[src/rtl/fphub_pkg.sv]
// Shared defaults, special-value constants and the class tag carried between
// the two converter stages.
package fphub_pkg;

   localparam int M_DEF = 24;
   localparam int E_DEF = 8;
   localparam int BIAS  = 2**(E_DEF-1) - 1;

   localparam logic [E_DEF-1:0] EXP_MAX   = '1;
   localparam logic [M_DEF-2:0] QNAN_FRAC = {1'b1, {(M_DEF-2){1'b0}}};

   typedef enum logic [1:0] {
      CLS_ZERO,
      CLS_FINITE,
      CLS_INF,
      CLS_NAN
   } class_t;

endpackage

[src/rtl/fphub_pipe_reg.sv]
// Generic valid/ready register slice: one entry with full backpressure.
// Its data is held while the slice is full and the consumer stalls.
module fphub_pipe_reg #(
   parameter int P = 8
) (
   input  logic         clk,
   input  logic         rst_n,
   input  logic         in_valid,
   output logic         in_ready,
   input  logic [P-1:0] in_data,
   output logic         out_valid,
   input  logic         out_ready,
   output logic [P-1:0] out_data
);

   logic         valid_reg;
   logic [P-1:0] data_reg;

   assign in_ready  = !valid_reg || out_ready;
   assign out_valid = valid_reg;
   assign out_data  = data_reg;

   always_ff @(posedge clk) begin
      if (!rst_n) begin
         valid_reg <= 1'b0;
         data_reg  <= '0;
      end else if (in_ready) begin
         valid_reg <= in_valid;
         if (in_valid) begin
            data_reg <= in_data;
         end
      end
   end

endmodule

[src/rtl/fphub_to_ieee_converter.sv]
// FPHUB to IEEE-754 output converter: stage 1 classifies and rounds to nearest
// even, stage 2 packs the IEEE word and produces per-word and sticky flags.
module fphub_to_ieee_converter
   import fphub_pkg::*;
#(
   parameter  int M = M_DEF,
   parameter  int E = E_DEF,
   localparam int W = E + M
) (
   input  logic         clk,
   input  logic         rst_n,
   input  logic         in_valid,
   output logic         in_ready,
   input  logic [W-1:0] in_hub,
   output logic         out_valid,
   input  logic         out_ready,
   output logic [W-1:0] out_ieee,
   output logic         out_inexact,
   output logic         out_overflow,
   input  logic         flag_clear,
   output logic         sticky_inexact,
   output logic         sticky_overflow
);

   localparam logic [E-1:0] EXP_ONES = '1;
   localparam logic [M-2:0] QNAN_F   = {1'b1, {(M-2){1'b0}}};

   // ---------------- stage 1: classify and round ----------------
   logic           sign_in;
   logic [E-1:0]   exp_in;
   logic [M-2:0]   frac_in;
   logic [E+M-2:0] mag_rnd;
   class_t         cls_in;
   logic [W+1:0]   s1_in_data;
   logic [W+1:0]   s1_data;
   logic           s1_valid;
   logic           s1_in_ready;
   logic           s2_can_load;

   assign sign_in = in_hub[W-1];
   assign exp_in  = in_hub[W-2 -: E];
   assign frac_in = in_hub[M-2:0];

   // The implicit half-LSB makes every finite word an exact tie, so the
   // even neighbour is reached by adding the stored LSB; a fraction carry
   // ripples naturally into the exponent field.
   assign mag_rnd = in_hub[W-2:0] + {{(E+M-2){1'b0}}, frac_in[0]};

   always_comb begin
      cls_in = CLS_FINITE;
      if (exp_in == '0) begin
         cls_in = CLS_ZERO;
      end else if (exp_in == EXP_ONES) begin
         cls_in = (frac_in == '0) ? CLS_INF : CLS_NAN;
      end
   end

   assign s1_in_data = {sign_in, cls_in, mag_rnd};

   fphub_pipe_reg #(.P(W+2)) u_stage1 (
      .clk       (clk),
      .rst_n     (rst_n),
      .in_valid  (in_valid),
      .in_ready  (s1_in_ready),
      .in_data   (s1_in_data),
      .out_valid (s1_valid),
      .out_ready (s2_can_load),
      .out_data  (s1_data)
   );

   assign in_ready = rst_n && s1_in_ready;

   // ---------------- stage 2: pack and flag ----------------
   logic           sign1;
   class_t         cls1;
   logic [E+M-2:0] mag1;
   logic [E-1:0]   exp1;
   logic [W-1:0]   word2;
   logic           inexact2;
   logic           overflow2;
   logic [W+1:0]   s2_data;

   assign sign1 = s1_data[W+1];
   assign cls1  = class_t'(s1_data[W:W-1]);
   assign mag1  = s1_data[W-2:0];
   assign exp1  = mag1[E+M-2 -: E];

   always_comb begin
      word2     = {sign1, {(W-1){1'b0}}};
      inexact2  = 1'b0;
      overflow2 = 1'b0;
      case (cls1)
         CLS_ZERO:   word2 = {sign1, {(W-1){1'b0}}};
         CLS_INF:    word2 = {sign1, EXP_ONES, {(M-1){1'b0}}};
         CLS_NAN:    word2 = {sign1, EXP_ONES, QNAN_F};
         CLS_FINITE: begin
            inexact2 = 1'b1;
            if (exp1 == EXP_ONES) begin
               word2     = {sign1, EXP_ONES, {(M-1){1'b0}}};
               overflow2 = 1'b1;
            end else begin
               word2 = {sign1, mag1};
            end
         end
         default:    word2 = {sign1, {(W-1){1'b0}}};
      endcase
   end

   fphub_pipe_reg #(.P(W+2)) u_stage2 (
      .clk       (clk),
      .rst_n     (rst_n),
      .in_valid  (s1_valid),
      .in_ready  (s2_can_load),
      .in_data   ({word2, inexact2, overflow2}),
      .out_valid (out_valid),
      .out_ready (out_ready),
      .out_data  (s2_data)
   );

   assign out_ieee     = s2_data[W+1:2];
   assign out_inexact  = s2_data[1];
   assign out_overflow = s2_data[0];

   // Clear takes priority over a coinciding handoff.
   always_ff @(posedge clk) begin
      if (!rst_n || flag_clear) begin
         sticky_inexact  <= 1'b0;
         sticky_overflow <= 1'b0;
      end else if (out_valid && out_ready) begin
         sticky_inexact  <= sticky_inexact  | out_inexact;
         sticky_overflow <= sticky_overflow | out_overflow;
      end
   end

endmodule

[config.mk]
export PLATFORM = sky130hd
export DESIGN_NAME = fphub_to_ieee_converter
export DESIGN_NICKNAME = d
export VERILOG_FILES = /design/src/rtl/fphub_pkg.sv /design/src/rtl/fphub_pipe_reg.sv /design/src/rtl/fphub_to_ieee_converter.sv
export SDC_FILE = /design/constraint.sdc
export NUM_CORES = 1
export LEC_CHECK = 0
export ABC_AREA = 1
export ABC_CLOCK_PERIOD_IN_PS = 2550
export CAP_MARGIN = 10
export CORE_MARGIN = 5
export CORE_UTILIZATION = 35
export CTS_BUF_LIST = sky130_fd_sc_hd__clkbuf_16
export DETAILED_ROUTE_END_ITERATION = 7
export DONT_BUFFER_PORTS = 1
export PLACE_DENSITY_LB_ADDON = 0.2
export SETUP_SLACK_MARGIN = 0.4
export SYNTH_ARGS = -nofsm -noshare
export SYNTH_HDL_FRONTEND = slang
export SYNTH_SLANG_ARGS = --single-unit
[constraint.sdc]
create_clock -name clk -period 2.55 [get_ports clk]
set_input_delay 0.3825 -clock clk [delete_from_list [all_inputs] [get_ports clk]]
set_output_delay 0.3825 -clock clk [all_outputs]
set_load 0.05 [all_outputs]
==> impl_metrics.toml <==
[critical_path]
cpMaxStageDelayCell = "inv_2"
worstPathMaxFanout = 31
cpMostUsedCell = "nor2_1"
cpLargestDelayFamily = "buffers and inverters"
endpoint_kind = "register"
critical_path_class = "register to register"
worstRegToRegCells = 8
cp.depth = 8
reg2reg_from = "u_stage1.out_valid$_SDFFE_PN0N_"
slowest_delay_ns = 0.45
path_cells = "nand3_1 > nand2_2 > inv_2 > buf_4 > nor2_1 > nor2_1 > o21ai_0 > inv_1"
cp.arrival_ns = 2.06
crit_start = "u_stage1.out_valid$_SDFFE_PN0N_"
worstPathRequired_ns = 2.83
critPathLaunchType = "register"
path_buf_inv = 3

[power_and_ir_drop]
p_per_area_nw_per_um2 = 614.3
leakage_nw = 1.732
power_w = 0.002476
ir_drop_uv = 348.7

[routing]
drt_pass1_iterations = 4
wl_um = 10050
drc = 0
vias = 3364
antenna_left = 0
drt_iter0_markers = 175
routedWlPerCell_um = 14.10
via_per_inst = 4.718

[job]
max_cap_violations = 0

[synthesis]
synth-seq-cells = 70
synth_top_area_share_pct = 38.15
synth_top_family_by_area = "simple AND/OR/NAND/NOR gates"
ys_top_cells_by_area = "dfxtp_1 38%, nand2_1 18%, nor2_1 9.5%, inv_1 6.8%, a21oi_1 5.7%"
postSynthCellCount = 579
synth_cell_types = 28
synth_xor_area_share_pct = 1.907
synth_fa_ha_area_share_pct = 0.6812
seq_area_frac_synth_pct = 38.15
synth_most_common_cell = "nand2_1"
synth_area_leader_cell = "dfxtp_1"
yosysWarningCount = 0
avgSynthCellArea_sq_um = 6.345
netlist_area_sq_um = 3674
synthTopCellsByCount = "172 x nand2_1, 93 x nor2_1, 70 x dfxtp_1"
asyncSetResetFlopFracSynth_pct = 0
syn-num-nets = 618
synthMuxAreaShare_pct = 0
synth-edff-count = 0
synth_compound_area_share_pct = 10.66
ys.flop_type = "dfxtp_1"
yosys.area_share.simple_pct = 38.52

[global_route]
gr-total-overflow = 0
busiest_layer = "met1"
grt_pass1_vias = 3171
grt_max_degree = 38
use_met2_pct = 22.77
antenna_found_initial = 0
grt_use_met3_pct = 5.175
grt_pass1_wl_um = 16440
use_met1_pct = 23.46
grtUsageTotal_pct = 16.25

[floorplanning]
coreArea_sq_um = 10280
pin_count = 75
die_x_um = 112.5
die_h_um = 112.5
die-area_sq_um = 12650
start_util_pct = 35.74
row_count = 37

[sta]
hold_ws_ns = 0.1821
max_freq_mhz = 559.7
period_share_pct = 70.06
tns_ns = 0
final.min_clock_period_ns = 1.787
tightest_slew_ns = 0.6964
slew_viol_final = 0
setup_ws_ns = 0.7635
finalClockSkew_ns = 0.005219
setup_viol = 0
hold_viol_final = 0
slew_headroom_pct = 53.52
grt_setup_unrepaired = "no"

[clocking]
cts_root_buf = "clkbuf_16"
post_cts_resized = 0
tritoncts = "yes"
postCtsHoldBufs = 0
post_cts_buffers = 0
clock_latency_ns = 0.33
clock_path_buffers = 2
clkTransAtPathRegs_ns = 0.05
cts_buffers = 9
clkSinkCount = 70
htreeDepth = 3

[final_layout]
area_growth_pct = 9.707
drive_above_1_share_pct = 7.799
instances_no_fill = 713
diodes = 0
layout.nets = 614

[placement]
post-dp-hpwl_um = 7940
io_buffers = 0
dp.cells = 700
post-place-ws_ns = 0.6975
place_congestion = 0.8620

[min_path]
min-delay-start = "rst_n"
hp-class = "input port to register"
whs_path_depth = 2

[outcome]
status = "finished, final reports clean"
[cell usage in the layout (no fill, tap or decap)]
cell	netlist	layout
a211oi_1	1	1
a21oi_1	42	42
a21oi_2	1	1
a31oi_1	8	8
buf_12	0	1
buf_4	4	3
clkbuf_16	0	9
clkinv_2	0	3
conb_1	1	1
dfxtp_1	70	70
ha_1	2	2
inv_1	67	68
inv_2	4	4
nand2_1	172	172
nand2_2	8	8
nand2_4	2	2
nand3_1	36	36
nand4_1	5	5
nor2_1	93	93
nor2_2	6	6
nor2_4	6	6
nor3_1	3	3
nor3_2	1	1
o21ai_0	23	23
or2_2	1	1
xnor2_1	3	3
xor2_1	5	5
[layout make-up]
class | count | area, sq um
Tap cell | 136 | 170.2
Multi-Input combinational cell | 419 | 1906
Clock inverter | 4 | 18.77
Clock buffer | 9 | 225.2
Sequential cell | 70 | 1401
Inverter | 71 | 266.5
Timing Repair Buffer | 4 | 42.54
Fill cell | 1138 | 6247
[power breakdown]
part / leakage (nW) / total (W) / switching [W] / internal [W]
Clock: 0.128 / 0.00105 / 0.000415 / 0.000630
Combinational: 1.03 / 0.000232 / 0.000157 / 0.0000750
Sequential: 0.573 / 0.00120 / 0.0000555 / 0.00114
Total: 1.73 / 0.00248 / 0.000628 / 0.00185
[final timing paths]
kind	to	slack [ns]
hold reg to reg	u_stage2.out_data[13]$_SDFFE_PN0P_	0.47
setup reg to reg	u_stage1.out_data[7]$_SDFFE_PN0P_	0.76
hold / removal	u_stage1.out_data[1]$_SDFFE_PN0P_	0.18
setup / recovery	u_stage1.out_data[7]$_SDFFE_PN0P_	0.76
[through the flow]
| step | cell area, sq um | utilization [%] |
|---|---|---|
| finish | 4030 | 39.21 |
| global route | 4030 | 39.21 |
| CTS | 4030 | 39.21 |
| detailed placement | 3786 | 36.84 |
| global placement | 3786 | 36.84 |
| floorplan | 3674 | - |
[sequential cells by signal, summed over array words and instances (netlist names)]
name,flops
sticky_inexact,1
sticky_overflow,1
u_stage1.out_data,33
u_stage1.out_valid,1
u_stage2.out_data,33
u_stage2.out_valid,1
[kinds of logic (layout without fill, tap and decap cells)]
| kind of cell | count (synthesis) | count (layout) |
|---|---|---|
| AO/OA/AOI/OAI | 75 | 75 |
| AND/OR/NAND/NOR | 333 | 333 |
| buffers and inverters | 90 | 88 |
| other | 1 | 1 |
| adder cells (fa/ha/maj) | 2 | 2 |
| flip-flops | 70 | 70 |
| XOR/XNOR | 8 | 8 |
[per-layer routing]
| metal | wire length (um) | up-vias |
|---|---|---|
| met5 | 0 | - |
| li1 | - | 1795 |
| met3 | 625 | 9 |
| met2 | 4168 | 77 |
| met1 | 5111 | 1483 |
| met4 | 147 | 0 |
(Power assumes the default switching activity.)
